File: src/rtl/wb_commit_if.sv
// MEM -> WB retirement handshake: one instruction per in_valid && in_ready edge.
//   master: MEM stage (drives instruction fields and in_valid, observes in_ready)
//   slave : writeback unit (observes instruction fields, drives in_ready)
interface wb_commit_if;
  logic        in_valid;
  logic        in_ready;
  logic        in_reg_write;
  logic        in_mem_to_reg;
  logic [4:0]  in_dest;
  logic [31:0] in_alu_result;
  logic [1:0]  in_load_size;
  logic        in_load_signed;

  modport master (
    output in_valid, in_reg_write, in_mem_to_reg, in_dest,
           in_alu_result, in_load_size, in_load_signed,
    input  in_ready
  );

  modport slave (
    input  in_valid, in_reg_write, in_mem_to_reg, in_dest,
           in_alu_result, in_load_size, in_load_signed,
    output in_ready
  );
endinterface

File: src/rtl/wb_commit_unit.sv
// Writeback/commit stage: retires MEM-stage instructions, waits for and
// extracts load data, drives the register-file write port and its bypass,
// and counts retirements.
//   clk, reset       : clock, synchronous active-high reset
//   in_if            : retirement handshake (slave side)
//   mem_rdata_valid/mem_rdata : aligned load word from data memory
//   RegWrite/WriteRegister/WriteData : register-file write port (1-cycle pulse)
//   fwd_valid/fwd_reg/fwd_data       : bypass, mirrors the write port
//   misalign_err/timeout_err         : one-cycle error pulses
//   retired_count                    : wrapping retirement counter
module wb_commit_unit #(
  parameter int unsigned MEM_TIMEOUT = 255,
  parameter int unsigned CNT_W       = 32
) (
  input  logic             clk,
  input  logic             reset,
  wb_commit_if.slave       in_if,
  input  logic             mem_rdata_valid,
  input  logic [31:0]      mem_rdata,
  output logic             RegWrite,
  output logic [4:0]       WriteRegister,
  output logic [31:0]      WriteData,
  output logic             fwd_valid,
  output logic [4:0]       fwd_reg,
  output logic [31:0]      fwd_data,
  output logic             misalign_err,
  output logic             timeout_err,
  output logic [CNT_W-1:0] retired_count
);

  localparam int unsigned WAIT_W = 10;
  localparam logic [WAIT_W-1:0] WAIT_LAST = WAIT_W'(MEM_TIMEOUT);

  localparam logic [1:0] S_EMPTY    = 2'd0;
  localparam logic [1:0] S_WAIT_MEM = 2'd1;
  localparam logic [1:0] S_COMMIT   = 2'd2;

  logic [1:0]        state_q, state_d;
  logic              ready_q, ready_d;
  logic [WAIT_W-1:0] wait_cnt_q, wait_cnt_d;
  logic [4:0]        ld_dest_q, ld_dest_d;
  logic              ld_wr_q, ld_wr_d;
  logic [1:0]        ld_size_q, ld_size_d;
  logic              ld_signed_q, ld_signed_d;
  logic [1:0]        ld_addr_q, ld_addr_d;
  logic              reg_write_d;
  logic [4:0]        write_reg_d;
  logic [31:0]       write_data_d;
  logic              misalign_d, timeout_d;
  logic [CNT_W-1:0]  retired_d;

  logic              accept;
  logic [1:0]        in_addr_lo;
  logic              in_misaligned;

  // Select the addressed little-endian lane and extend it to 32 bits.
  function automatic logic [31:0] extract_load(input logic [31:0] word,
                                               input logic [1:0]  size,
                                               input logic [1:0]  addr_lo,
                                               input logic        sgn);
    logic [7:0]  b;
    logic [15:0] h;
    b = word[{addr_lo, 3'b000} +: 8];
    h = word[{addr_lo[1], 4'b0000} +: 16];
    case (size)
      2'b00:   extract_load = {{24{sgn & b[7]}}, b};
      2'b01:   extract_load = {{16{sgn & h[15]}}, h};
      default: extract_load = word;
    endcase
  endfunction

  assign accept        = in_if.in_valid && ready_q;
  assign in_addr_lo    = in_if.in_alu_result[1:0];
  // Size 11 is treated as a word, hence the test on size[1].
  assign in_misaligned = ((in_if.in_load_size == 2'b01) && in_addr_lo[0]) ||
                         (in_if.in_load_size[1] && (in_addr_lo != 2'b00));

  // Next-state and next-output logic.
  always_comb begin
    state_d      = state_q;
    wait_cnt_d   = wait_cnt_q;
    ld_dest_d    = ld_dest_q;
    ld_wr_d      = ld_wr_q;
    ld_size_d    = ld_size_q;
    ld_signed_d  = ld_signed_q;
    ld_addr_d    = ld_addr_q;
    reg_write_d  = 1'b0;
    write_reg_d  = WriteRegister;
    write_data_d = WriteData;
    misalign_d   = 1'b0;
    timeout_d    = 1'b0;
    retired_d    = retired_count;

    case (state_q)
      S_WAIT_MEM: begin
        if (mem_rdata_valid) begin
          state_d      = S_COMMIT;
          write_reg_d  = ld_dest_q;
          write_data_d = extract_load(mem_rdata, ld_size_q, ld_addr_q, ld_signed_q);
          reg_write_d  = ld_wr_q && (ld_dest_q != 5'd0);
        end else if (wait_cnt_q + WAIT_W'(1) == WAIT_LAST) begin
          state_d    = S_EMPTY;
          timeout_d  = 1'b1;
          wait_cnt_d = '0;
        end else begin
          wait_cnt_d = wait_cnt_q + WAIT_W'(1);
        end
      end

      default: begin
        // COMMIT is a single cycle; leaving it retires the instruction.
        if (state_q == S_COMMIT) begin
          retired_d = retired_count + CNT_W'(1);
        end
        state_d = S_EMPTY;
        if (accept) begin
          write_reg_d = in_if.in_dest;
          if (!in_if.in_mem_to_reg) begin
            state_d      = S_COMMIT;
            write_data_d = in_if.in_alu_result;
            reg_write_d  = in_if.in_reg_write && (in_if.in_dest != 5'd0);
          end else if (in_misaligned) begin
            state_d    = S_COMMIT;
            misalign_d = 1'b1;
          end else begin
            state_d     = S_WAIT_MEM;
            wait_cnt_d  = '0;
            ld_dest_d   = in_if.in_dest;
            ld_wr_d     = in_if.in_reg_write;
            ld_size_d   = in_if.in_load_size;
            ld_signed_d = in_if.in_load_signed;
            ld_addr_d   = in_addr_lo;
          end
        end
      end
    endcase

    ready_d = (state_d != S_WAIT_MEM);
  end

  // State and output registers.
  always_ff @(posedge clk) begin
    if (reset) begin
      state_q       <= S_EMPTY;
      ready_q       <= 1'b1;
      wait_cnt_q    <= '0;
      ld_dest_q     <= '0;
      ld_wr_q       <= 1'b0;
      ld_size_q     <= '0;
      ld_signed_q   <= 1'b0;
      ld_addr_q     <= '0;
      RegWrite      <= 1'b0;
      WriteRegister <= '0;
      WriteData     <= '0;
      misalign_err  <= 1'b0;
      timeout_err   <= 1'b0;
      retired_count <= '0;
    end else begin
      state_q       <= state_d;
      ready_q       <= ready_d;
      wait_cnt_q    <= wait_cnt_d;
      ld_dest_q     <= ld_dest_d;
      ld_wr_q       <= ld_wr_d;
      ld_size_q     <= ld_size_d;
      ld_signed_q   <= ld_signed_d;
      ld_addr_q     <= ld_addr_d;
      RegWrite      <= reg_write_d;
      WriteRegister <= write_reg_d;
      WriteData     <= write_data_d;
      misalign_err  <= misalign_d;
      timeout_err   <= timeout_d;
      retired_count <= retired_d;
    end
  end

  assign in_if.in_ready = ready_q;
  assign fwd_valid      = RegWrite;
  assign fwd_reg        = WriteRegister;
  assign fwd_data       = WriteData;

endmodule

File: src/flat_wrapper.sv
// flat-port wrapper written by rule: the top's interface ports become plain ports
module wb_commit_unit_flat 
#(
  parameter int unsigned MEM_TIMEOUT = 255,
  parameter int unsigned CNT_W       = 32
)
  (clk, reset, mem_rdata_valid, mem_rdata, RegWrite, WriteRegister, WriteData, fwd_valid, fwd_reg, fwd_data, misalign_err, timeout_err, retired_count, in_if_in_valid, in_if_in_reg_write, in_if_in_mem_to_reg, in_if_in_dest, in_if_in_alu_result, in_if_in_load_size, in_if_in_load_signed, in_if_in_ready);
  wb_commit_if in_if_i ();
  input  logic clk;
  input  logic reset;
  input  logic mem_rdata_valid;
  input  logic [31:0] mem_rdata;
  output logic RegWrite;
  output logic [4:0] WriteRegister;
  output logic [31:0] WriteData;
  output logic fwd_valid;
  output logic [4:0] fwd_reg;
  output logic [31:0] fwd_data;
  output logic misalign_err;
  output logic timeout_err;
  output logic [CNT_W-1:0] retired_count;
  input wire logic [$bits(in_if_i.in_valid)-1:0] in_if_in_valid;
  input wire logic [$bits(in_if_i.in_reg_write)-1:0] in_if_in_reg_write;
  input wire logic [$bits(in_if_i.in_mem_to_reg)-1:0] in_if_in_mem_to_reg;
  input wire logic [$bits(in_if_i.in_dest)-1:0] in_if_in_dest;
  input wire logic [$bits(in_if_i.in_alu_result)-1:0] in_if_in_alu_result;
  input wire logic [$bits(in_if_i.in_load_size)-1:0] in_if_in_load_size;
  input wire logic [$bits(in_if_i.in_load_signed)-1:0] in_if_in_load_signed;
  output wire logic [$bits(in_if_i.in_ready)-1:0] in_if_in_ready;
  assign in_if_i.in_valid = in_if_in_valid;
  assign in_if_i.in_reg_write = in_if_in_reg_write;
  assign in_if_i.in_mem_to_reg = in_if_in_mem_to_reg;
  assign in_if_i.in_dest = in_if_in_dest;
  assign in_if_i.in_alu_result = in_if_in_alu_result;
  assign in_if_i.in_load_size = in_if_in_load_size;
  assign in_if_i.in_load_signed = in_if_in_load_signed;
  assign in_if_in_ready = in_if_i.in_ready;
  wb_commit_unit #(.MEM_TIMEOUT(MEM_TIMEOUT), .CNT_W(CNT_W)) u_core (.clk(clk), .reset(reset), .in_if(in_if_i), .mem_rdata_valid(mem_rdata_valid), .mem_rdata(mem_rdata), .RegWrite(RegWrite), .WriteRegister(WriteRegister), .WriteData(WriteData), .fwd_valid(fwd_valid), .fwd_reg(fwd_reg), .fwd_data(fwd_data), .misalign_err(misalign_err), .timeout_err(timeout_err), .retired_count(retired_count));
endmodule
File: config.mk
export PLATFORM = sky130hd
export DESIGN_NAME = wb_commit_unit_flat
export DESIGN_NICKNAME = d
export VERILOG_FILES = /design/src/rtl/wb_commit_if.sv /design/src/rtl/wb_commit_unit.sv /design/src/flat_wrapper.sv
export SDC_FILE = /design/constraint.sdc
export NUM_CORES = 1
export LEC_CHECK = 0
export ABC_AREA = 0
export CORE_ASPECT_RATIO = 0.75
export CORE_UTILIZATION = 47
export CTS_BUF_LIST = sky130_fd_sc_hd__clkbuf_4 sky130_fd_sc_hd__clkbuf_8
export CTS_CLUSTER_DIAMETER = 40
export DETAILED_ROUTE_END_ITERATION = 12
export GPL_ROUTABILITY_DRIVEN = 0
export GPL_TIMING_DRIVEN = 0
export PLACE_DENSITY = 0.9
export SLEW_MARGIN = 10
export SYNTH_ARGS = -nofsm -noshare
export SYNTH_HDL_FRONTEND = slang
export SYNTH_SLANG_ARGS = --single-unit
File: constraint.sdc
create_clock -name clk -period 2.45 [get_ports clk]
set_input_delay 0.3675 -clock clk [delete_from_list [all_inputs] [get_ports clk]]
set_output_delay 0.3675 -clock clk [all_outputs]
set_load 0.02 [all_outputs]
Yosys cells after proc, flatten, opt, wreduce, memory -nomap -nowiden
Cells that the tools add are included.
{"block": "classes", "shifts": 2, "n_eq_ne": 10, "addsub": 2, "n_reduce_logical": 19, "mux": 26, "bitwise_logic": 6}
{"operator": "$mux W32", "count": 4}
{"operator": "$pmux W32 S2", "count": 1}
{"operator": "$mux W10", "count": 6}
{"operator": "$add A32 B1 Y32 const B", "count": 1}
{"operator": "$shiftx A32 B6 Y16", "count": 1}
{"operator": "$shiftx A32 B6 Y8", "count": 1}
{"operator": "$mux W5", "count": 3}
{"operator": "$mux W2", "count": 6}
{"operator": "$add A10 B1 Y10 const B", "count": 1}
{"operator": "$eq A10 B8 Y1 const B", "count": 1}
{"operator": "$reduce_bool A5 Y1", "count": 2}
{"operator": "$reduce_and A4 Y1", "count": 2}
{"operator": "$eq A2 B1 Y1 const B", "count": 3}
{"operator": "$mux W1", "count": 6}
{"operator": "$ne A2 B2 Y1 const B", "count": 3}
{"operator": "$reduce_bool A2 Y1", "count": 3}
{"operator": "$logic_and A1 B1 Y1", "count": 5}
{"operator": "$ne A2 B1 Y1 const B", "count": 2}
{"operator": "$not A1 Y1", "count": 4}
{"operator": "$reduce_and A2 Y1", "count": 2}
{"operator": "$reduce_or A4 Y1", "count": 1}
{"operator": "$reduce_and A3 Y1", "count": 1}
{"operator": "$reduce_or A3 Y1", "count": 1}
{"operator": "$and A1 B1 Y1", "count": 2}
{"operator": "3 further kinds", "count": 3}
{"block": "totals", "elab_cells": 79, "output_inout_bits": 111, "ff_bits": 96}

Depth between registers and ports, before layout
Gate-level depths: netlist of the first run.
{"block": "logic_depth", "word_depth": 8, "ltp_mapped": 8}

Worst setup path before layout of the first run
No wires, ideal clock.
{"block": "synth_path", "kind": "flip-flop to flip-flop", "start": "register u_core.retired_count[4]", "end": "register u_core.retired_count[21]", "n_path_buf": 0, "path_stages_with_launch": 6, "required_ps": 2322, "setup_ps": 128, "t_arrival_ps": 1859, "setup_slack_ps": 463, "path_cell_list": "dfxtp_1 > nand4_2 > nor4_4 > or4b_1 > xnor2_1 > nor2_1"}
{"block": "synth_between", "elab_chain_len": 1}
{"element": "from (decl)", "line_no": "wb_commit_unit.sv:28", "source": "output logic [CNT_W-1:0] retired_count"}
{"element": "from (signal assigned)", "line_no": "wb_commit_unit.sv:172", "source": "retired_count <= retired_d;"}
{"element": "$add A32 B1 Y32", "line_no": "wb_commit_unit.sv:113", "source": "retired_d = retired_count + CNT_W'(1);"}
Every way passes these cells.
A chain may end at the register's enable or synchronous reset.

Final worst setup path of the first run
{"block": "layout_path", "start": "register u_core.wait_cnt_q[1]", "end": "register u_core.ready_q, in the netlist u_core.in_if.in_ready"}
{"block": "layout_between", "elab_chain_len": 6}
{"element": "from (decl)", "line_no": "wb_commit_unit.sv:40", "source": "logic [WAIT_W-1:0] wait_cnt_q, wait_cnt_d;"}
{"element": "from (signal assigned)", "line_no": "wb_commit_unit.sv:161", "source": "wait_cnt_q <= wait_cnt_d;"}
{"element": "$add A10 B1 Y10", "line_no": "wb_commit_unit.sv:101", "source": "end else if (wait_cnt_q + WAIT_W'(1) == WAIT_LAST) begin"}
{"element": "$eq A10 B8 Y1", "line_no": "wb_commit_unit.sv:101"}
{"element": "$mux W2", "line_no": "wb_commit_unit.sv:101"}
{"element": "$mux W2", "line_no": "wb_commit_unit.sv:96", "source": "if (mem_rdata_valid) begin"}
{"element": "$mux W2", "line_no": "wb_commit_unit.sv:94", "source": "case (state_q)"}
{"element": "$ne A2 B1 Y1", "line_no": "wb_commit_unit.sv:138", "source": "ready_d = (state_d != S_WAIT_MEM);"}
{"element": "to (signal assigned)", "line_no": "wb_commit_unit.sv:160", "source": "ready_q <= ready_d;"}
{"element": "to (decl)", "line_no": "wb_commit_unit.sv:39", "source": "logic ready_q, ready_d;"}
Every way passes these cells.

==> flow_results.xml, run 1 <==
<?xml version="1.0" encoding="UTF-8"?>
<metrics>
  <group name="outcome">
    <metric name="outcome" unit="">completed</metric>
  </group>
  <group name="synth">
    <metric name="avgSynthCellArea" unit="um^2">8.16</metric>
    <metric name="ys_seq_area_share" unit="%">36.3</metric>
    <metric name="async_sr_flop_fraction" unit="%">0</metric>
    <metric name="synth.ff_latch_count" unit="">96</metric>
    <metric name="synthesis.instances" unit="">648</metric>
    <metric name="yosys_warnings" unit="">0</metric>
    <metric name="synth.lib_cells_used.distinct" unit="">66</metric>
    <metric name="synth_ff_type" unit="">dfxtp_1</metric>
    <metric name="edff_count_synth" unit="">0</metric>
    <metric name="syn-cell-area" unit="mm^2">0.00529</metric>
    <metric name="synthesis.nets" unit="">729</metric>
  </group>
  <group name="layout">
    <metric name="final_net_count" unit="">928</metric>
    <metric name="mostFrequentLayoutCells" unit="">clkdlybuf4s50_1 (188), dfxtp_1 (96), nand2_1 (79), nor2_1 (76), buf_4 (38)</metric>
    <metric name="diodes" unit="">0</metric>
    <metric name="drive_gt1_share" unit="%">9.64</metric>
    <metric name="syn2layout_area_growth" unit="%">43.2</metric>
    <metric name="post-route-util" unit="%">69.2</metric>
    <metric name="most_common_library_cell_in_the_layout_ignoring_fill_and_taps" unit="">clkdlybuf4s50_1</metric>
  </group>
  <group name="clocking">
    <metric name="postCtsSetupBuffers" unit="">0</metric>
    <metric name="worstSkewPairLatency" unit="ns">0.37</metric>
    <metric name="cts_sinks" unit="">96</metric>
    <metric name="cts_buffers" unit="">9</metric>
    <metric name="htree_num_levels" unit="">3</metric>
    <metric name="maximum_root_to_sink_buffer_count" unit="">2</metric>
    <metric name="cts.reportedPaths.clkPinSlew" unit="ns">0.09</metric>
    <metric name="cts_root_buf" unit="">clkbuf_8</metric>
    <metric name="tritoncts_clock_tree" unit="">done</metric>
  </group>
  <group name="grt">
    <metric name="grtUsageMet3" unit="%">7.06</metric>
    <metric name="pin_count_of_the_biggest_net_entering_global_routing" unit="">16</metric>
    <metric name="grtUsageMet2" unit="%">42.8</metric>
    <metric name="globalRouteMet1Util" unit="%">41.2</metric>
    <metric name="gr_overflow_total" unit="">0</metric>
    <metric name="grt_antenna_before_repair" unit="">0</metric>
    <metric name="grt_usage" unit="%">28.8</metric>
    <metric name="grt.busiest_layer" unit="">met2</metric>
    <metric name="grt_first_pass_wirelength" unit="um">26600</metric>
    <metric name="number_of_global_route_vias_before_repair" unit="">5214</metric>
  </group>
  <group name="setup_path">
    <metric name="crit_type" unit="">reg2reg</metric>
    <metric name="cp.required" unit="ns">2.73</metric>
    <metric name="cp-end-kind" unit="">flip-flop</metric>
    <metric name="crit_path_start_kind" unit="">flip-flop</metric>
    <metric name="critical_path_peak_fanout" unit="">9</metric>
    <metric name="critPathArrivalTime" unit="ns">2.62</metric>
  </group>
  <group name="sta">
    <metric name="clock_skew" unit="ns">0.0101</metric>
    <metric name="final.min_clock_period" unit="ns">2.35</metric>
    <metric name="timing.final.crit_share" unit="%">95.8</metric>
    <metric name="setup_repair_after_global_routing_missed_its_margin" unit="">false</metric>
    <metric name="slew_viol_final" unit="">0</metric>
    <metric name="maxSlewHeadroom" unit="%">42.3</metric>
    <metric name="setup_tns" unit="ns">0</metric>
    <metric name="fmax" unit="GHz">0.426</metric>
    <metric name="hold_viol" unit="">0</metric>
    <metric name="worst_hold_slack" unit="ns">0.463</metric>
    <metric name="worst-slew-pin-transition" unit="ns">0.865</metric>
    <metric name="setup_viol" unit="">0</metric>
    <metric name="timing.final.ws_setup" unit="ns">0.104</metric>
  </group>
  <group name="floorplan">
    <metric name="die_h" unit="um">93.9</metric>
    <metric name="floorplan.die.width" unit="um">125</metric>
    <metric name="core-area" unit="mm^2">0.0109</metric>
    <metric name="fp.dieArea" unit="mm^2">0.0117</metric>
    <metric name="design.portCount" unit="">189</metric>
    <metric name="initial_core_util" unit="%">48.3</metric>
    <metric name="row_count" unit="">33</metric>
  </group>
  <group name="drt">
    <metric name="remaining_drc_errors" unit="">0</metric>
    <metric name="drt.antenna.violating_nets" unit="">0</metric>
    <metric name="dr_total_vias" unit="">5738</metric>
    <metric name="detail_route.first_pass.iterations" unit="">5</metric>
    <metric name="initialDrtViolationCount" unit="">636</metric>
    <metric name="vias_per_cell" unit="">5.79</metric>
    <metric name="wirelength" unit="um">16900</metric>
    <metric name="routedWlPerCell" unit="um">17.1</metric>
  </group>
  <group name="place">
    <metric name="buffer_ports.inserted" unit="">188</metric>
    <metric name="post-dp-hpwl" unit="um">12700</metric>
    <metric name="pre_cts_ws" unit="ns">-0.0301</metric>
  </group>
  <group name="power_and_ir_drop">
    <metric name="power.leakage" unit="nW">2.78</metric>
    <metric name="pwr_density_cell" unit="mW/mm^2">482</metric>
    <metric name="vdd_ir_drop_max" unit="mV">0.272</metric>
  </group>
  <group name="hold_path">
    <metric name="holdCritPathClass" unit="">reg2reg</metric>
  </group>
  <group name="run">
    <metric name="timing.max_cap.violations" unit="">0</metric>
  </group>
</metrics>
## report_power, final
group          switching (mW)  leakage, nW  total (mW)  internal [mW]
logic                   0.398         1.90       0.818          0.420
clock network           0.581       0.0980        1.16          0.581
registers              0.0539        0.780        1.67           1.62
total                    1.03         2.78        3.65           2.62
## flip-flops by register name, indices dropped and copies added (netlist names)
name,flops
u_core.in_if.in_ready,1
u_core.RegWrite,1
u_core.retired_count,32
u_core.timeout_err,1
u_core.wait_cnt_q,10
u_core.state_q,2
u_core.WriteData,32
u_core.ld_size_q,2
u_core.ld_addr_q,2
u_core.misalign_err,1
u_core.WriteRegister,5
u_core.ld_dest_q,5
u_core.ld_signed_q,1
u_core.ld_wr_q,1
## Yosys cell counts, drive strengths merged (14+ instances only)
master	instances	area [um^2]
a2111oi	16	140
nand2	79	297
nand3	16	90.1
a21o	19	143
dfxtp	96	1920
nor2	76	285
buf	51	352
o21ai	17	88.8
clkbuf	26	97.6
nor3	14	70.1
a21oi	37	196
## worst paths after layout
path | startpoint | to | slack [ns] | cells past startpoint
min reg2reg | u_core.ld_wr_q | u_core.ld_wr_q | 0.46 | 2
max | u_core.wait_cnt_q[1] | u_core.in_if.in_ready | 0.10 | 6
max reg2reg | u_core.wait_cnt_q[1] | u_core.in_if.in_ready | 0.10 | 6
min | u_core.ld_wr_q | u_core.ld_wr_q | 0.46 | 2
## routing by layer
| layer | share of wire [%] | vias up |
|---|---|---|
| li1 | - | 2727 |
| met1 | 46 | 2677 |
| met2 | 42 | 312 |
| met3 | 9.8 | 22 |
| met4 | 1.4 | 0 |
| met5 | 0 | - |
## worst max-delay path, stage by stage (launching register included)
cell and delay, ns:
dfxtp_1 0.46, ha_1 0.32, nand3_2 0.19, nor3b_1 0.19
o221ai_1 0.67, o21ai_1 0.21, a21o_1 0.22
## metrics by stage
stage	cell area, um^2	total power, mW	std cells
global placement	7350	2.50	976
finish	7570	3.65	991
CTS	7560	3.64	991
global route	7570	3.78	991
floorplan	5290	2.10	648
detailed placement	7350	2.51	976
## repair_timing
item | CTS | global route
hold buffers | 0 | 0
resized for setup | 0 | 3
setup endpoints to repair | 0 | 4
## cell families (layout without fill, tap and decap cells)
kind of cell | count (synthesis) | after routing | share of synthesized area [%]
muxes | 4 | 4 | 1.11
xor gates and xnor gates | 23 | 23 | 3.81
DFF | 96 | 96 | 36.3
AOI/OAI and AO/OA | 168 | 168 | 23.1
adders and majority gates | 3 | 3 | 0.710
and+or+nand+nor | 268 | 268 | 25.9
buffers and inverters | 86 | 289 | 9.13
## cell type report
class | count | area, um^2
Fill cell | 846 | 3370
Tap cell | 140 | 175
Multi-Input combinational cell | 466 | 2900
Clock inverter | 5 | 82.6
Inverter | 9 | 33.8
Buffer | 77 | 450
Clock buffer | 10 | 131
Timing Repair Buffer | 188 | 1880
Sequential cell | 96 | 1920
(Power assumes the default switching activity.)
==> run 2: changes to the inputs <==
CORE_MARGIN = 2   (was default)
==> run 2 against run 1 <==
Sequential cell count unchanged. Critical path depth stayed put. Power increased by 0.34%. Hold slack improved by 0.0025 ns. Clock power about the same. Clock-buffer cell count down 1. Die area rose by 3.8%. Clock skew grew 0.0083 ns. Register-to-register slack better by 0.08 ns. Maximum frequency is 3.4% higher. Non-clock buffer count is the same. Global-route usage fell by 2.2 points. Critical path type unchanged. Largest cell class unchanged.
==> flow_results.xml, run 2 (same netlist as run 1, synthesis figures left out) <==
<?xml version="1.0" encoding="UTF-8"?>
<metrics>
  <group name="sta">
    <metric name="hold_viol" unit="">0</metric>
    <metric name="timing.final.ws_setup" unit="ns">0.181</metric>
    <metric name="fmax" unit="GHz">0.441</metric>
    <metric name="slew_viol_final" unit="">0</metric>
    <metric name="worst_hold_slack" unit="ns">0.466</metric>
    <metric name="setup_viol" unit="">0</metric>
    <metric name="final.min_clock_period" unit="ns">2.27</metric>
    <metric name="maxSlewHeadroom" unit="%">54.2</metric>
    <metric name="setup_tns" unit="ns">0</metric>
    <metric name="worst-slew-pin-transition" unit="ns">0.670</metric>
    <metric name="clock_skew" unit="ns">0.0184</metric>
    <metric name="timing.final.crit_share" unit="%">92.6</metric>
    <metric name="setup_repair_after_global_routing_missed_its_margin" unit="">false</metric>
  </group>
  <group name="setup_path">
    <metric name="cp-end-kind" unit="">flip-flop</metric>
    <metric name="path_cells" unit="">ha_1 &gt; nand3_2 &gt; a21o_1 &gt; a311oi_4 &gt; o21ai_1 &gt; a21o_1</metric>
    <metric name="cp_common_cell" unit="">a21o_1</metric>
    <metric name="cp.required" unit="ns">2.72</metric>
    <metric name="crit_path_start_kind" unit="">flip-flop</metric>
    <metric name="critical_path_peak_fanout" unit="">9</metric>
    <metric name="cp_slowest_cell" unit="">a311oi_4</metric>
    <metric name="critical_path.max_stage_delay" unit="ns">0.52</metric>
    <metric name="critPathArrivalTime" unit="ns">2.54</metric>
    <metric name="crit_type" unit="">reg2reg</metric>
    <metric name="rr_worst_depth" unit="">6</metric>
  </group>
  <group name="power_and_ir_drop">
    <metric name="vdd_ir_drop_max" unit="mV">0.330</metric>
    <metric name="pwr_density_cell" unit="mW/mm^2">484</metric>
    <metric name="power.leakage" unit="nW">2.79</metric>
  </group>
  <group name="floorplan">
    <metric name="core-area" unit="mm^2">0.0109</metric>
    <metric name="design.portCount" unit="">189</metric>
    <metric name="floorplan.die.width" unit="um">127</metric>
    <metric name="fp.dieArea" unit="mm^2">0.0121</metric>
    <metric name="die_h" unit="um">95.9</metric>
    <metric name="row_count" unit="">33</metric>
    <metric name="initial_core_util" unit="%">48.3</metric>
  </group>
  <group name="place">
    <metric name="placement.cell_area" unit="mm^2">0.00735</metric>
    <metric name="place_inst" unit="">976</metric>
    <metric name="buffer_ports.inserted" unit="">188</metric>
    <metric name="pre_cts_ws" unit="ns">-0.0313</metric>
    <metric name="post-dp-hpwl" unit="um">13100</metric>
  </group>
  <group name="grt">
    <metric name="grt_usage" unit="%">26.6</metric>
    <metric name="grt_first_pass_wirelength" unit="um">25600</metric>
    <metric name="number_of_global_route_vias_before_repair" unit="">5082</metric>
    <metric name="grt_antenna_before_repair" unit="">0</metric>
    <metric name="pin_count_of_the_biggest_net_entering_global_routing" unit="">18</metric>
    <metric name="gr_overflow_total" unit="">0</metric>
  </group>
  <group name="layout">
    <metric name="most_common_library_cell_in_the_layout_ignoring_fill_and_taps" unit="">clkdlybuf4s50_1</metric>
    <metric name="fillers" unit="">886</metric>
    <metric name="syn2layout_area_growth" unit="%">43.3</metric>
    <metric name="reg.largest.list" unit="">u_core.WriteData: 32 flops, u_core.retired_count: 32 flops, u_core.wait_cnt_q: 10 flops</metric>
    <metric name="diodes" unit="">0</metric>
    <metric name="drive_gt1_share" unit="%">9.74</metric>
    <metric name="final_net_count" unit="">928</metric>
    <metric name="mostFrequentLayoutCells" unit="">clkdlybuf4s50_1 (188), dfxtp_1 (96), nand2_1 (79), nor2_1 (76), buf_4 (38)</metric>
    <metric name="post_layout_nonfiller_instances" unit="">992</metric>
    <metric name="postLayoutCellArea" unit="mm^2">0.00758</metric>
  </group>
  <group name="clocking">
    <metric name="hold_buffers" unit="">0</metric>
    <metric name="tritoncts_clock_tree" unit="">done</metric>
    <metric name="cts.repair.resized" unit="">0</metric>
    <metric name="htree_num_levels" unit="">3</metric>
    <metric name="cts_sinks" unit="">96</metric>
    <metric name="cts_root_buf" unit="">clkbuf_8</metric>
    <metric name="cts.reportedPaths.clkPinSlew" unit="ns">0.09</metric>
    <metric name="maximum_root_to_sink_buffer_count" unit="">2</metric>
    <metric name="cts_buffers" unit="">9</metric>
    <metric name="worstSkewPairLatency" unit="ns">0.38</metric>
    <metric name="postCtsSetupBuffers" unit="">0</metric>
  </group>
  <group name="run">
    <metric name="timing.max_cap.violations" unit="">0</metric>
  </group>
  <group name="drt">
    <metric name="dr_total_vias" unit="">5748</metric>
    <metric name="vias_per_cell" unit="">5.79</metric>
    <metric name="wirelength" unit="um">17000</metric>
    <metric name="initialDrtViolationCount" unit="">505</metric>
    <metric name="routedWlPerCell" unit="um">17.1</metric>
    <metric name="remaining_drc_errors" unit="">0</metric>
    <metric name="detail_route.first_pass.iterations" unit="">6</metric>
    <metric name="drt.antenna.violating_nets" unit="">0</metric>
  </group>
  <group name="outcome">
    <metric name="outcome" unit="">completed</metric>
  </group>
  <group name="hold_path">
    <metric name="whs_path_depth" unit="">2</metric>
    <metric name="holdCritPathClass" unit="">reg2reg</metric>
  </group>
</metrics>
==> run 2: cell count changes in the layout (fill, tap and decap cells not counted) <==
cell / change
nor4b_2: +1
inv_6: +2
clkbuf_4: -1
o221ai_1: -1
clkinvlp_4: -1
clkinv_4: +1
nor4b_4: -1
nor2b_2: -1
nor2b_1: +1
o221ai_2: +1
==> run 2: worst max-delay path, delay by kind of cell, from the launching register on <==
family	cells	cell delay (ns)
AOI/OAI and AO/OA	4	1.18
adders and majority gates	1	0.32
DFF	1	0.47
and+or+nand+nor	1	0.19
==> run 2: final timing paths <==
check,from,endpoint,slack (ns)
worst max-delay path,u_core.wait_cnt_q[0],u_core.in_if.in_ready,0.18
worst min-delay path,u_core.ld_wr_q,u_core.ld_wr_q,0.47
worst max register to register,u_core.wait_cnt_q[0],u_core.in_if.in_ready,0.18
worst min register to register,u_core.ld_wr_q,u_core.ld_wr_q,0.47
==> run 2: per-layer routing <==
layer | up-vias | part of all wire [%] | track usage (%)
met1 | 2693 | 45 | 37.8
met4 | 0 | 1.7 | 7.23
met2 | 309 | 44 | 41.3
met3 | 27 | 8.9 | 5.45
met5 | - | 0 | 0
li1 | 2719 | - | -
==> run 2: power breakdown <==
group	switching, mW	internal, mW	leakage, nW	total (mW)
Clock	0.595	0.584	0.106	1.18
Combinational	0.398	0.419	1.90	0.817
Sequential	0.0515	1.62	0.780	1.67
Total	1.04	2.62	2.79	3.67
==> run 2: per-stage QoR <==
stage	util, %	total power, mW
after floorplan	-	2.10
after global placement	67.1	2.50
after detailed placement	67.1	2.51
after CTS	69.2	3.67
after global routing	69.3	3.80
final	69.3	3.67
==> run 2: area by class of cell <==
type | instances | area, um^2 | area share, %
plain buffers | 77 | 450 | 5.94
clock buffers | 9 | 124 | 1.63
clock inverters | 7 | 101 | 1.34
inverters | 9 | 33.8 | 0.446
multi-input cells | 466 | 2890 | 38.1
flip-flops and latches | 96 | 1920 | 25.4
well taps | 140 | 175 | 2.31
repair buffers | 188 | 1880 | 24.8
